### src/rtl/osc_freq_meter.sv
// Oscillator frequency meter: counts synchronized rising edges of osc_in over a gate window.
// Build option: define OSC_FREQ_SAT_EN to saturate the counter and raise ovf instead of wrapping.
module osc_freq_meter #(
  parameter int CNT_W  = 20,
  parameter int GATE_W = 16,
  parameter int SETTLE = 8
) (
  input  logic              clk,
  input  logic              rst_n,
  input  logic              start,
  input  logic [GATE_W-1:0] gate_cycles,
  input  logic              osc_in,
  output logic              osc_en,
  output logic              busy,
  output logic [CNT_W-1:0]  result,
  output logic              result_valid,
  input  logic              result_ready,
  output logic              ovf
);

  localparam int SET_W = (SETTLE > 1) ? $clog2(SETTLE) : 1;
  localparam logic [SET_W-1:0]  SET_LAST = SET_W'(SETTLE - 1);
  localparam logic [CNT_W-1:0]  CNT_ONE  = {{(CNT_W-1){1'b0}}, 1'b1};
  localparam logic [GATE_W-1:0] GATE_ONE = {{(GATE_W-1){1'b0}}, 1'b1};

  typedef enum logic [1:0] {S_IDLE, S_SETTLE, S_GATE, S_HOLD} state_t;

  state_t            state_q, state_d;
  logic              sync1_q, sync2_q, hist_q;
  logic [SET_W-1:0]  settle_q, settle_d;
  logic [GATE_W-1:0] gate_q, gate_d;
  logic [CNT_W-1:0]  cnt_q, cnt_d, cnt_inc;
  logic [CNT_W-1:0]  result_q, result_d;
  logic              ovf_q, ovf_d, ovf_inc;
  logic              valid_q, valid_d;
  logic              osc_en_q, osc_en_d;
  logic              busy_q, busy_d;
  logic              edge_det;

  assign edge_det = sync2_q & ~hist_q;

  // Counter step for this cycle; ovf_inc only ever rises in the saturating build.
  always_comb begin
    cnt_inc = cnt_q;
    ovf_inc = ovf_q;
    if (edge_det) begin
`ifdef OSC_FREQ_SAT_EN
      if (&cnt_q) ovf_inc = 1'b1;
      else        cnt_inc = cnt_q + CNT_ONE;
`else
      cnt_inc = cnt_q + CNT_ONE;
`endif
    end
  end

  always_comb begin
    state_d  = state_q;
    settle_d = settle_q;
    gate_d   = gate_q;
    cnt_d    = cnt_q;
    result_d = result_q;
    ovf_d    = ovf_q;
    valid_d  = valid_q;
    osc_en_d = osc_en_q;
    busy_d   = busy_q;
    unique case (state_q)
      S_IDLE: begin
        if (start) begin
          state_d  = S_SETTLE;
          gate_d   = gate_cycles;
          settle_d = '0;
          cnt_d    = '0;
          ovf_d    = 1'b0;
          osc_en_d = 1'b1;
          busy_d   = 1'b1;
        end
      end
      S_SETTLE: begin
        if (settle_q == SET_LAST) begin
          if (gate_q == '0) begin
            state_d  = S_HOLD;
            result_d = cnt_q;
            valid_d  = 1'b1;
            osc_en_d = 1'b0;
          end else begin
            state_d = S_GATE;
          end
        end else begin
          settle_d = settle_q + 1'b1;
        end
      end
      S_GATE: begin
        cnt_d = cnt_inc;
        ovf_d = ovf_inc;
        // The edge seen on the final gate cycle still belongs to this window.
        if (gate_q == GATE_ONE) begin
          state_d  = S_HOLD;
          result_d = cnt_inc;
          valid_d  = 1'b1;
          osc_en_d = 1'b0;
        end else begin
          gate_d = gate_q - GATE_ONE;
        end
      end
      S_HOLD: begin
        if (result_ready) begin
          state_d = S_IDLE;
          valid_d = 1'b0;
          busy_d  = 1'b0;
        end
      end
      default: state_d = S_IDLE;
    endcase
  end

  always_ff @(posedge clk) begin
    if (!rst_n) begin
      state_q  <= S_IDLE;
      sync1_q  <= 1'b0;
      sync2_q  <= 1'b0;
      hist_q   <= 1'b0;
      settle_q <= '0;
      gate_q   <= '0;
      cnt_q    <= '0;
      result_q <= '0;
      ovf_q    <= 1'b0;
      valid_q  <= 1'b0;
      osc_en_q <= 1'b0;
      busy_q   <= 1'b0;
    end else begin
      state_q  <= state_d;
      sync1_q  <= osc_in;
      sync2_q  <= sync1_q;
      hist_q   <= sync2_q;
      settle_q <= settle_d;
      gate_q   <= gate_d;
      cnt_q    <= cnt_d;
      result_q <= result_d;
      ovf_q    <= ovf_d;
      valid_q  <= valid_d;
      osc_en_q <= osc_en_d;
      busy_q   <= busy_d;
    end
  end

  assign osc_en       = osc_en_q;
  assign busy         = busy_q;
  assign result       = result_q;
  assign result_valid = valid_q;
  assign ovf          = ovf_q;

endmodule

### config.mk
export PLATFORM = sky130hd
export DESIGN_NAME = osc_freq_meter
export DESIGN_NICKNAME = d
export VERILOG_FILES = /design/src/rtl/osc_freq_meter.sv
export SDC_FILE = /design/constraint.sdc
export NUM_CORES = 1
export LEC_CHECK = 0
export ABC_AREA = 1
export CORE_ASPECT_RATIO = 1.75
export CORE_MARGIN = 2
export CORE_UTILIZATION = 54
export CTS_BUF_LIST = sky130_fd_sc_hd__clkbuf_4
export CTS_CLUSTER_SIZE = 10
export DETAILED_ROUTE_END_ITERATION = 12
export PLACE_DENSITY = 0.73
export SLEW_MARGIN = 15
export SYNTH_ARGS = -nofsm -noshare
export SYNTH_HDL_FRONTEND = slang
export SYNTH_SLANG_ARGS = --single-unit
### constraint.sdc
create_clock -name clk -period 3.2 [get_ports clk]
set_clock_uncertainty 0.2 [all_clocks]
set_input_delay 0.48 -clock clk [delete_from_list [all_inputs] [get_ports clk]]
set_output_delay 0.48 -clock clk [all_outputs]
set_load 0.02 [all_outputs]
==> metrics, run 1 <==
Mapped Cells 666; Die W 69.5 um; Final Cycle Share approximately 77%; core area 7230 um2; Syn Nets 697; top-area cell type share of the netlist area 33.0%; first-pass GRT wire length 17,200 um; Crit path largest cell delay 0.44 ns; Crit path arrival time roughly 2.6 ns; clock-pin transition on the worst setup and hold timing paths between 0.1 and 0.15 ns; antenna-violating nets left 0; # clock sinks 67; DRC viols 0; family with the most delay on the worst path buffers and inverters; Hold WS 0.228 ns; power share of the combinational group a little over half; Avg Inst Size Synth 6.10 um2; slowest cell on the critical path dfxtp_1; library cells used by synthesis 32; register area 1340 um2; Seq pwr share 31.3%; GRT Util Overall 25.4%; CTS buffer count 9; Post-CTS Setup Inserts 0; gp weighted congestion 0.935; crit path cell chain inv_1, ha_1, inv_1, nor2_1, a21oi_1, nand2_1, buf_4, o21ai_0, a21oi_1; Hold Vio Cnt, Final 0; area delta synth->final 15.5%; Slew Viols, Final 0; Synth area leader dfxtp_1; Clk pwr share 14.1%; share of synthesized flip-flops with an asynchronous set or reset 0%; synth warn 0; initial antenna violation count 0; switch share 47.6%; Tot Pwr 4570 uW; Achievable Freq 406 MHz; Hold-fix buffers, CTS 0; # rows a little over 40; FF+latch count, synth 67; initial detailed-routing violation count ~280; clock buffer depth 2; most frequent cell after synthesis nand2_1; I/O Buffers 43; die area 8260 um2; post-synthesis sequential area ratio 33.0%; wire per inst 12.7 um; Max Cap Viol 0; clock tree root buffer cell clkbuf_4; Hold Path Class flip-flop to flip-flop; CTS tree yes; Vias 4,201; critical path type flip-flop to flip-flop; leakage power 0.00203 uW; min cycle time layout 2.47 ns; Worst setup EP type flip-flop; Setup TNS Final 0 ns; switching power 2170 uW; post-CTS sizing 0; RSZ-0062 raised after global routing false; vias in the first global route 4,040; CTS H-tree depth 3; status completed; synth top area cells dfxtp_1, nand2_1, nor2_1; ys flop type dfxtp_1; drt pass-1 iters 7; layout cells sized above 1 6.22%; worst-margin pin slew roughly 0.8 ns; P_int roughly 2400 uW; Worst Setup Slack, final 0.735 ns; pre-CTS WS 0.659 ns; Max VDD drop 0.000520 V; Critical Path Source Type flip-flop; Post-synth top cells nand2_1, nor2_1, inv_1, dfxtp_1, a21oi_1; worst rel slew slack 48.1%; initial core utilization between 50% and 60%; CP required 3.31 ns; Post-synth EDFFs 0; total grt overflow 0; Filler Cells Inserted 695; die height 119 um; num ports 45; Final setup violation count 0; DP HPWL ~7400 um; WL final 10,100 um; Antenna diodes 0; PD cells 974 nW/um2; via/cell ratio 5.30; footprint of the multi-input gates 2310 um2; Crit Path Max Fanout 18; Netlist Area Pre-Place just over 4000 um2; Buf/Inv on CP 3; Clock Latency Late Sink 0.44 ns; largest net degree at the start of global routing 38; Final nets 733
==> cells in the final DEF (no fill, tap or decap), drive strengths merged <==
master | synthesis | final
a21boi | 1 | 1
a21oi | 51 | 51
a31oi | 1 | 1
buf | 13 | 7
bufinv | 0 | 2
clkbuf | 12 | 9
clkdlybuf4s50 | 0 | 43
clkinv | 1 | 4
clkinvlp | 0 | 2
conb | 1 | 1
dfxtp | 67 | 67
ha | 10 | 10
inv | 75 | 75
nand2 | 179 | 179
nand3 | 39 | 39
nand3b | 2 | 2
nand4 | 16 | 16
nor2 | 134 | 134
nor3 | 2 | 2
o211a | 1 | 1
o21a | 1 | 1
o21ai | 53 | 53
o21bai | 3 | 3
o22ai | 1 | 1
or2 | 3 | 3
==> flip-flops by register name (all words and copies together) (netlist names), 2 cells and up <==
name and flops:
cnt_q 20, result 20, gate_q 16, settle_q 3, state_q 2
==> power groups by stage <==
stage                     sequential, uW  combinational, uW  clock, uW
after floorplan                     1580               1630          0
after global placement              1430               2430          0
after detailed placement            1450               2490          0
after CTS                           1430               2490        661
after global routing                1480               2790        696
final                               1430               2490        645
==> layout make-up <==
class	count	share of cell area [%]
clock buffers	9	1.44
clock inverters	7	1.97
inverters	76	6.08
multi-input cells	498	49.3
flip-flops and latches	67	28.6
well taps	86	2.29
repair buffers	50	10.3
==> metrics by stage <==
| stage | instance area (um2) | util (%) | cells |
|---|---|---|---|
| floorplan | 4060 | - | 666 |
| global placement | 4530 | 62.6 | 777 |
| detailed placement | 4530 | 62.6 | 777 |
| CTS | 4690 | 64.9 | 793 |
| global route | 4690 | 64.9 | 793 |
| finish | 4690 | 64.9 | 793 |
==> worst min-delay path, stage by stage, from the launching register on <==
cell and delay, ns:
dfxtp_1 0.32, nand2_1 0.05, inv_1 0.03
==> routing by layer <==
| layer | global-route usage, % | part of all wire [%] | vias up |
|---|---|---|---|
| li1 | - | - | 2190 |
| met1 | 25.3 | 39 | 1872 |
| met2 | 47.7 | 54 | 108 |
| met3 | 5.29 | 3.4 | 31 |
| met4 | 13.4 | 3.3 | 0 |
| met5 | 0 | 0 | - |
==> cell families (layout without fill, tap and decap cells) <==
| logic type | Yosys count | after routing | share of synthesized area (%) |
|---|---|---|---|
| simple gates | 375 | 375 | 38.9 |
| compound gates | 112 | 112 | 14.9 |
| buf+inv | 101 | 142 | 10.0 |
| flops | 67 | 67 | 33.0 |
| fa+ha+maj | 10 | 10 | 3.08 |
| other cells | 1 | 1 | 0.0924 |
==> final timing paths <==
check	from	endpoint	slack (ns)	cells past startpoint
max	state_q[0]$_SDFFE_PN0P_	gate_q[3]$_SDFFE_PN0P_	0.73	9
min	sync1_q$_SDFF_PN0_	sync2_q$_SDFF_PN0_	0.23	2
max reg2reg	state_q[0]$_SDFFE_PN0P_	gate_q[3]$_SDFFE_PN0P_	0.73	9
min reg2reg	sync1_q$_SDFF_PN0_	sync2_q$_SDFF_PN0_	0.23	2
No activity file was read; power rests on OpenSTA's default activity.
==> inputs of run 2 (changes only) <==
CORE_UTILIZATION = 53   (was 54)
PLACE_DENSITY = 0.75   (was 0.73)
clock period = 2.15 ns   (was 3.2 ns; I/O delays follow)
==> metrics, run 2 (synthesized netlist as in run 1, its figures left out) <==
status completed; drt pass-1 iters 6 (-1); total grt overflow 0 (unchanged); worst-margin pin slew 0.731 ns (-0.0469 ns); crit path cell chain buf_4, ha_1, inv_1, or2_2, a21boi_4, nand2_4, o21ai_1, nor2_1; WL final 10,000 um (-0.45%); Worst setup EP type flip-flop; Crit path largest cell delay 0.33 ns (-0.11 ns); # rows 42 (+2.4%); Setup TNS Final 0 ns (unchanged); initial detailed-routing violation count 268 (-3.2%); Critical Path Source Type flip-flop; Final Non-Filler Cells 808 (+1.9%); GRT Util Overall 25.0% (-0.31 points); Clock Latency Late Sink 0.44 ns (about the same); min cycle time layout 1.96 ns (-0.510 ns); initial antenna violation count 1 (+1); slowest cell on the critical path dfxtp_1; Hold-fix buffers, CTS 0 (unchanged); DRC viols 0 (unchanged); grt met1 use 26.7% (+1.4 points); area delta synth->final 17.3%; Final Cycle Share 91.0% (+14 points); worst rel slew slack 51.2% (+3.1 points); I/O Buffers 43 (unchanged); Crit Path Max Fanout 25 (+7); PD cells 1410 nW/um2 (+44%); Max Cap Viol 0 (unchanged); worst reg2reg setup slack 0.19 ns (-0.54 ns); Final Instance Area 4760 um2 (+1.5%); Final setup violation count 0 (unchanged); CTS tree yes; core area 7510 um2 (+3.9%); via/cell ratio 5.28 (-0.41%); Hold Vio Cnt, Final 0 (unchanged); die height 120 um (+0.91%); Achievable Freq 511 MHz (+26%); # placed instances 792 (+1.9%); vias in the first global route 3,984 (-1.4%); Crit path arrival time 2.09 ns (-0.49 ns); Post-CTS Setup Inserts 0 (unchanged); gp weighted congestion 0.937 (+0.22%); antenna-violating nets left 0 (unchanged); clock tree root buffer cell clkbuf_4; r2r worst-path depth 8 (-1); # clock sinks 67 (unchanged); Slew Viols, Final 0 (unchanged); Die W 70.2 um (+0.88%); most frequent cells in the layout nand2_1, nor2_1, inv_1, dfxtp_1, a21oi_1; post-CTS sizing 0 (unchanged); hold path depth 3 (+1); CTS H-tree depth 3 (unchanged); num ports 45 (unchanged); initial core utilization 54.0% (-2.1 points); most common library cell in the layout ignoring fill and taps nand2_1; Max VDD drop 0.000736 V (+41%); Vias 4,263 (+1.5%); largest net degree at the start of global routing 37 (-2.6%); clock-pin transition on the worst setup and hold timing paths 0.10 ns (-0.02 ns); Post-DP Area 4660 um2 (+2.8%); pre-CTS WS 0.0716 ns (-0.588 ns); GRT met2 Usage 46.8% (-0.87 points); die area 8400 um2 (+1.8%); layout cells sized above 1 8.07% (+1.8 points); RSZ-0062 raised after global routing false; Final nets 746 (+1.8%); critical path type flip-flop to flip-flop; DP HPWL 7380 um (+0.10%); M3 GR Usage 4.11% (-1.2 points); Worst Setup Slack, final 0.194 ns (-0.540 ns); leakage power 0.00208 uW (+2.5%); clock buffer depth 2 (unchanged); wire per inst 12.4 um (-2.3%); CP required 2.29 ns (-1.02 ns); first-pass GRT wire length 17,100 um (-0.60%); GR peak layer met2; CTS buffer count 9 (unchanged); Layout Utilization 63.4% (-1.5 points); Hold Path Class input port to flip-flop
-- run 2: cell count changes in the layout (fill, tap and decap cells not counted), sizes merged --
| cell | previous run | this run |
|---|---|---|
| clkinvlp | 2 | 0 |
| diode | 0 | 1 |
| buf | 7 | 20 |
| clkinv | 4 | 6 |
| clkbuf | 9 | 10 |
| bufinv | 2 | 0 |
-- run 2: per-stage QoR --
stage / total power, uW / hold slack, ns
after detailed placement: 6020 / 0.209
after floorplan: 4780 / 0.190
final: 6690 / 0.230
after global routing: 7330 / 0.254
after global placement: 5910 / 0.193
after CTS: 6720 / 0.207
-- run 2: worst max-delay path, delay by kind of cell (launching register included) --
kind                     cells  cell delay, ns
adder cells (fa/ha/maj)      1            0.21
flip-flops                   1            0.33
AND/OR/NAND/NOR              3            0.42
buffers and inverters        2            0.21
AO/OA/AOI/OAI                2            0.48
-- run 2: final timing paths --
path	start	to
setup / recovery	state_q[0]$_SDFFE_PN0P_	result[2]$_SDFFE_PN0P_
hold / removal	osc_in	sync1_q$_SDFF_PN0_
hold reg to reg	sync1_q$_SDFF_PN0_	sync2_q$_SDFF_PN0_
setup reg to reg	state_q[0]$_SDFFE_PN0P_	result[2]$_SDFFE_PN0P_
-- run 2: layout make-up --
| class | instances | area (um2) |
|---|---|---|
| timing repair buffer | 63 | 606 |
| sequential | 67 | 1340 |
| clock buffer | 10 | 75.1 |
| fill | 777 | 2750 |
| multi-input combinational | 498 | 2320 |
| antenna | 1 | 2.50 |
| tap | 88 | 110 |
| clock inverter | 5 | 21.3 |
| inverter | 76 | 285 |
-- run 2: routing by layer --
| layer | vias up | part of all wire [%] |
|---|---|---|
| li1 | 2217 | - |
| met1 | 1918 | 40 |
| met2 | 107 | 53 |
| met3 | 21 | 3.8 |
| met4 | 0 | 3.2 |
| met5 | - | 0 |
-- run 2: power breakdown --
group          internal [uW]  leakage [uW]  switching (uW)  total, uW
Clock                    229     0.0000585             458        687
Sequential              1730      0.000551             390       2120
Combinational           1530       0.00147            2360       3880
==> inputs of run 3 (changes only) <==
GPL_ROUTABILITY_DRIVEN = 0   (was unset)
==> metrics, run 3 (synthesized netlist as in run 1, its figures left out) <==
status completed; leakage power 0.00211 uW (+1.1%); switching power 3260 uW (+1.8%); Final nets 750 (+0.54%); crit path cell chain inv_1, ha_1, inv_1, nor2_1, a21oi_2, buf_6, clkinvlp_2, nand2_1, a21oi_1; switch share 47.3% (-0.56 points); DRC viols 0 (unchanged); clock tree root buffer cell clkbuf_4; Worst setup EP type flip-flop; P_int 3630 uW (+4.1%); first-pass GRT wire length 17,500 um (+2.1%); clock buffer depth 2 (unchanged); CTS tree yes; CP required 2.26 ns (-0.03 ns); via/cell ratio 5.25 (-0.57%); worst rel slew slack 53.5% (+2.3 points); wire per inst 12.6 um (+1.0%); Hold WS 0.205 ns (-0.0251 ns); register area 1340 um2 (unchanged); Hold Path Class input port to flip-flop; # rows 42 (unchanged); Crit path largest cell delay 0.35 ns (+0.02 ns); PD cells 1430 nW/um2 (+1.7%); initial core utilization 54.0% (unchanged); most frequent cells in the layout nand2_1, nor2_1, inv_1, dfxtp_1, a21oi_1; CTS H-tree depth 3 (unchanged); Filler Cells Inserted 758 (-2.4%); Hold Vio Cnt, Final 0 (unchanged); I/O Buffers 43 (unchanged); largest net degree at the start of global routing 40 (+8.1%); Seq pwr share 30.8% (-0.9 points); die height 120 um (unchanged); # placed instances 795 (+0.38%); num ports 45 (unchanged); Final Cycle Share 93.5% (+2.6 points); Clock Latency Late Sink 0.44 ns (about the same); layout cells sized above 1 8.70% (+0.63 points); GRT Util Overall 25.8% (+0.80 points); RR Startpoint state_q[0]$_SDFFE_PN0P_; DP HPWL 7500 um (+1.6%); CTS buffer count 9 (unchanged); min-delay src osc_in; RSZ-0062 raised after global routing true; Final setup violation count 0 (unchanged); Max Cap Viol 0 (unchanged); initial detailed-routing violation count 309 (+15%); min cycle time layout 2.01 ns (+0.0552 ns); WL final 10,200 um (+1.6%); total grt overflow 0 (unchanged); Vias 4,265 (+0.047%); drt pass-1 iters 6 (unchanged); Die W 70.2 um (unchanged); Slew Viols, Final 0 (unchanged); Clk pwr share 12.0% (+1.7 points); CP dominant cell by count inv_1; vias in the first global route 4,051 (+1.7%); Final Non-Filler Cells 813 (+0.62%); initial antenna violation count 1 (unchanged); Max VDD drop 0.000658 V (-11%); critical path launch point state_q[0]$_SDFFE_PN0P_; footprint of the multi-input gates 2320 um2 (+0.22%); critical path type flip-flop to flip-flop; most common library cell in the layout ignoring fill and taps nand2_1; Critical Path Source Type flip-flop; Crit Path Max Fanout 15 (-40%); clock-pin transition on the worst setup and hold timing paths 0.11 ns (about the same); Crit path arrival time 2.12 ns (+0.03 ns); # clock sinks 67 (unchanged); antenna-violating nets left 0 (unchanged); power share of the combinational group 57.3% (-0.7 points); core area 7510 um2 (unchanged); die area 8400 um2 (unchanged); slowest cell on the critical path dfxtp_1; area delta synth->final 18.8%; Achievable Freq 497 MHz (-2.7%); worst-margin pin slew 0.697 ns (-0.0338 ns)
[run 3: path summary, 6_finish.rpt]
| path | endpoint | slack, ns | cells after the start |
|---|---|---|---|
| min reg2reg | sync2_q$_SDFF_PN0_ | 0.23 | 2 |
| max reg2reg | cnt_q[11]$_SDFFE_PN0P_ | 0.14 | 9 |
| max | cnt_q[11]$_SDFFE_PN0P_ | 0.14 | 9 |
| min | sync1_q$_SDFF_PN0_ | 0.20 | 3 |
[run 3: timing repair]
item	in CTS	in global routing
endpoints found under the hold margin	0	0
setup buffers	0	0
gates resized for setup	0	7
setup endpoints to repair	0	41
hold buffers	0	0
[run 3: power by group through the flow]
stage / clock, uW / combinational [uW] / sequential [uW]
after CTS: 846 / 3890 / 2120
after global placement: 0 / 3810 / 2120
after global routing: 882 / 4460 / 2190
final: 824 / 3950 / 2120
after detailed placement: 0 / 3880 / 2140
after floorplan: 0 / 2430 / 2350
[run 3: metal layers]
metal / share of wire [%] / GRT usage, %
met4: 3.7 / 13.8
met1: 39 / 26.9
met2: 53 / 47.3
met5: 0 / 0
met3: 4.4 / 5.63
[run 3: critical path: cells and delay by family (launching register included)]
kind            cells  cell delay [ns]
flops               1             0.35
simple gates        2             0.20
fa+ha+maj           1             0.20
compound gates      2             0.29
buf+inv             4             0.65
[run 3: metrics by stage]
step | TNS, ns | worst slack [ns] | total power (uW) | cell area (um2) | utilization, %
detailed placement | 0 | 0.0542 | 6020 | 4670 | 62.1
floorplan | 0 | 0.232 | 4780 | 4060 | -
global placement | 0 | 0.0743 | 5930 | 4670 | 62.1
CTS | 0 | 0.0280 | 6860 | 4790 | 63.8
global route | -0.0275 | -0.0138 | 7540 | 4820 | 64.2
finish | 0 | 0.139 | 6890 | 4820 | 64.2
[run 3: layout make-up]
class                      instances  area share (%)
antenna                            1          0.0519
timing repair buffer              66            12.9
clock buffer                       9            1.40
clock inverter                     7            1.22
timing repair inverter             1           0.104
sequential                        67            27.8
inverter                          76            5.99
multi-input combinational        498            48.2
tap                               88            2.28
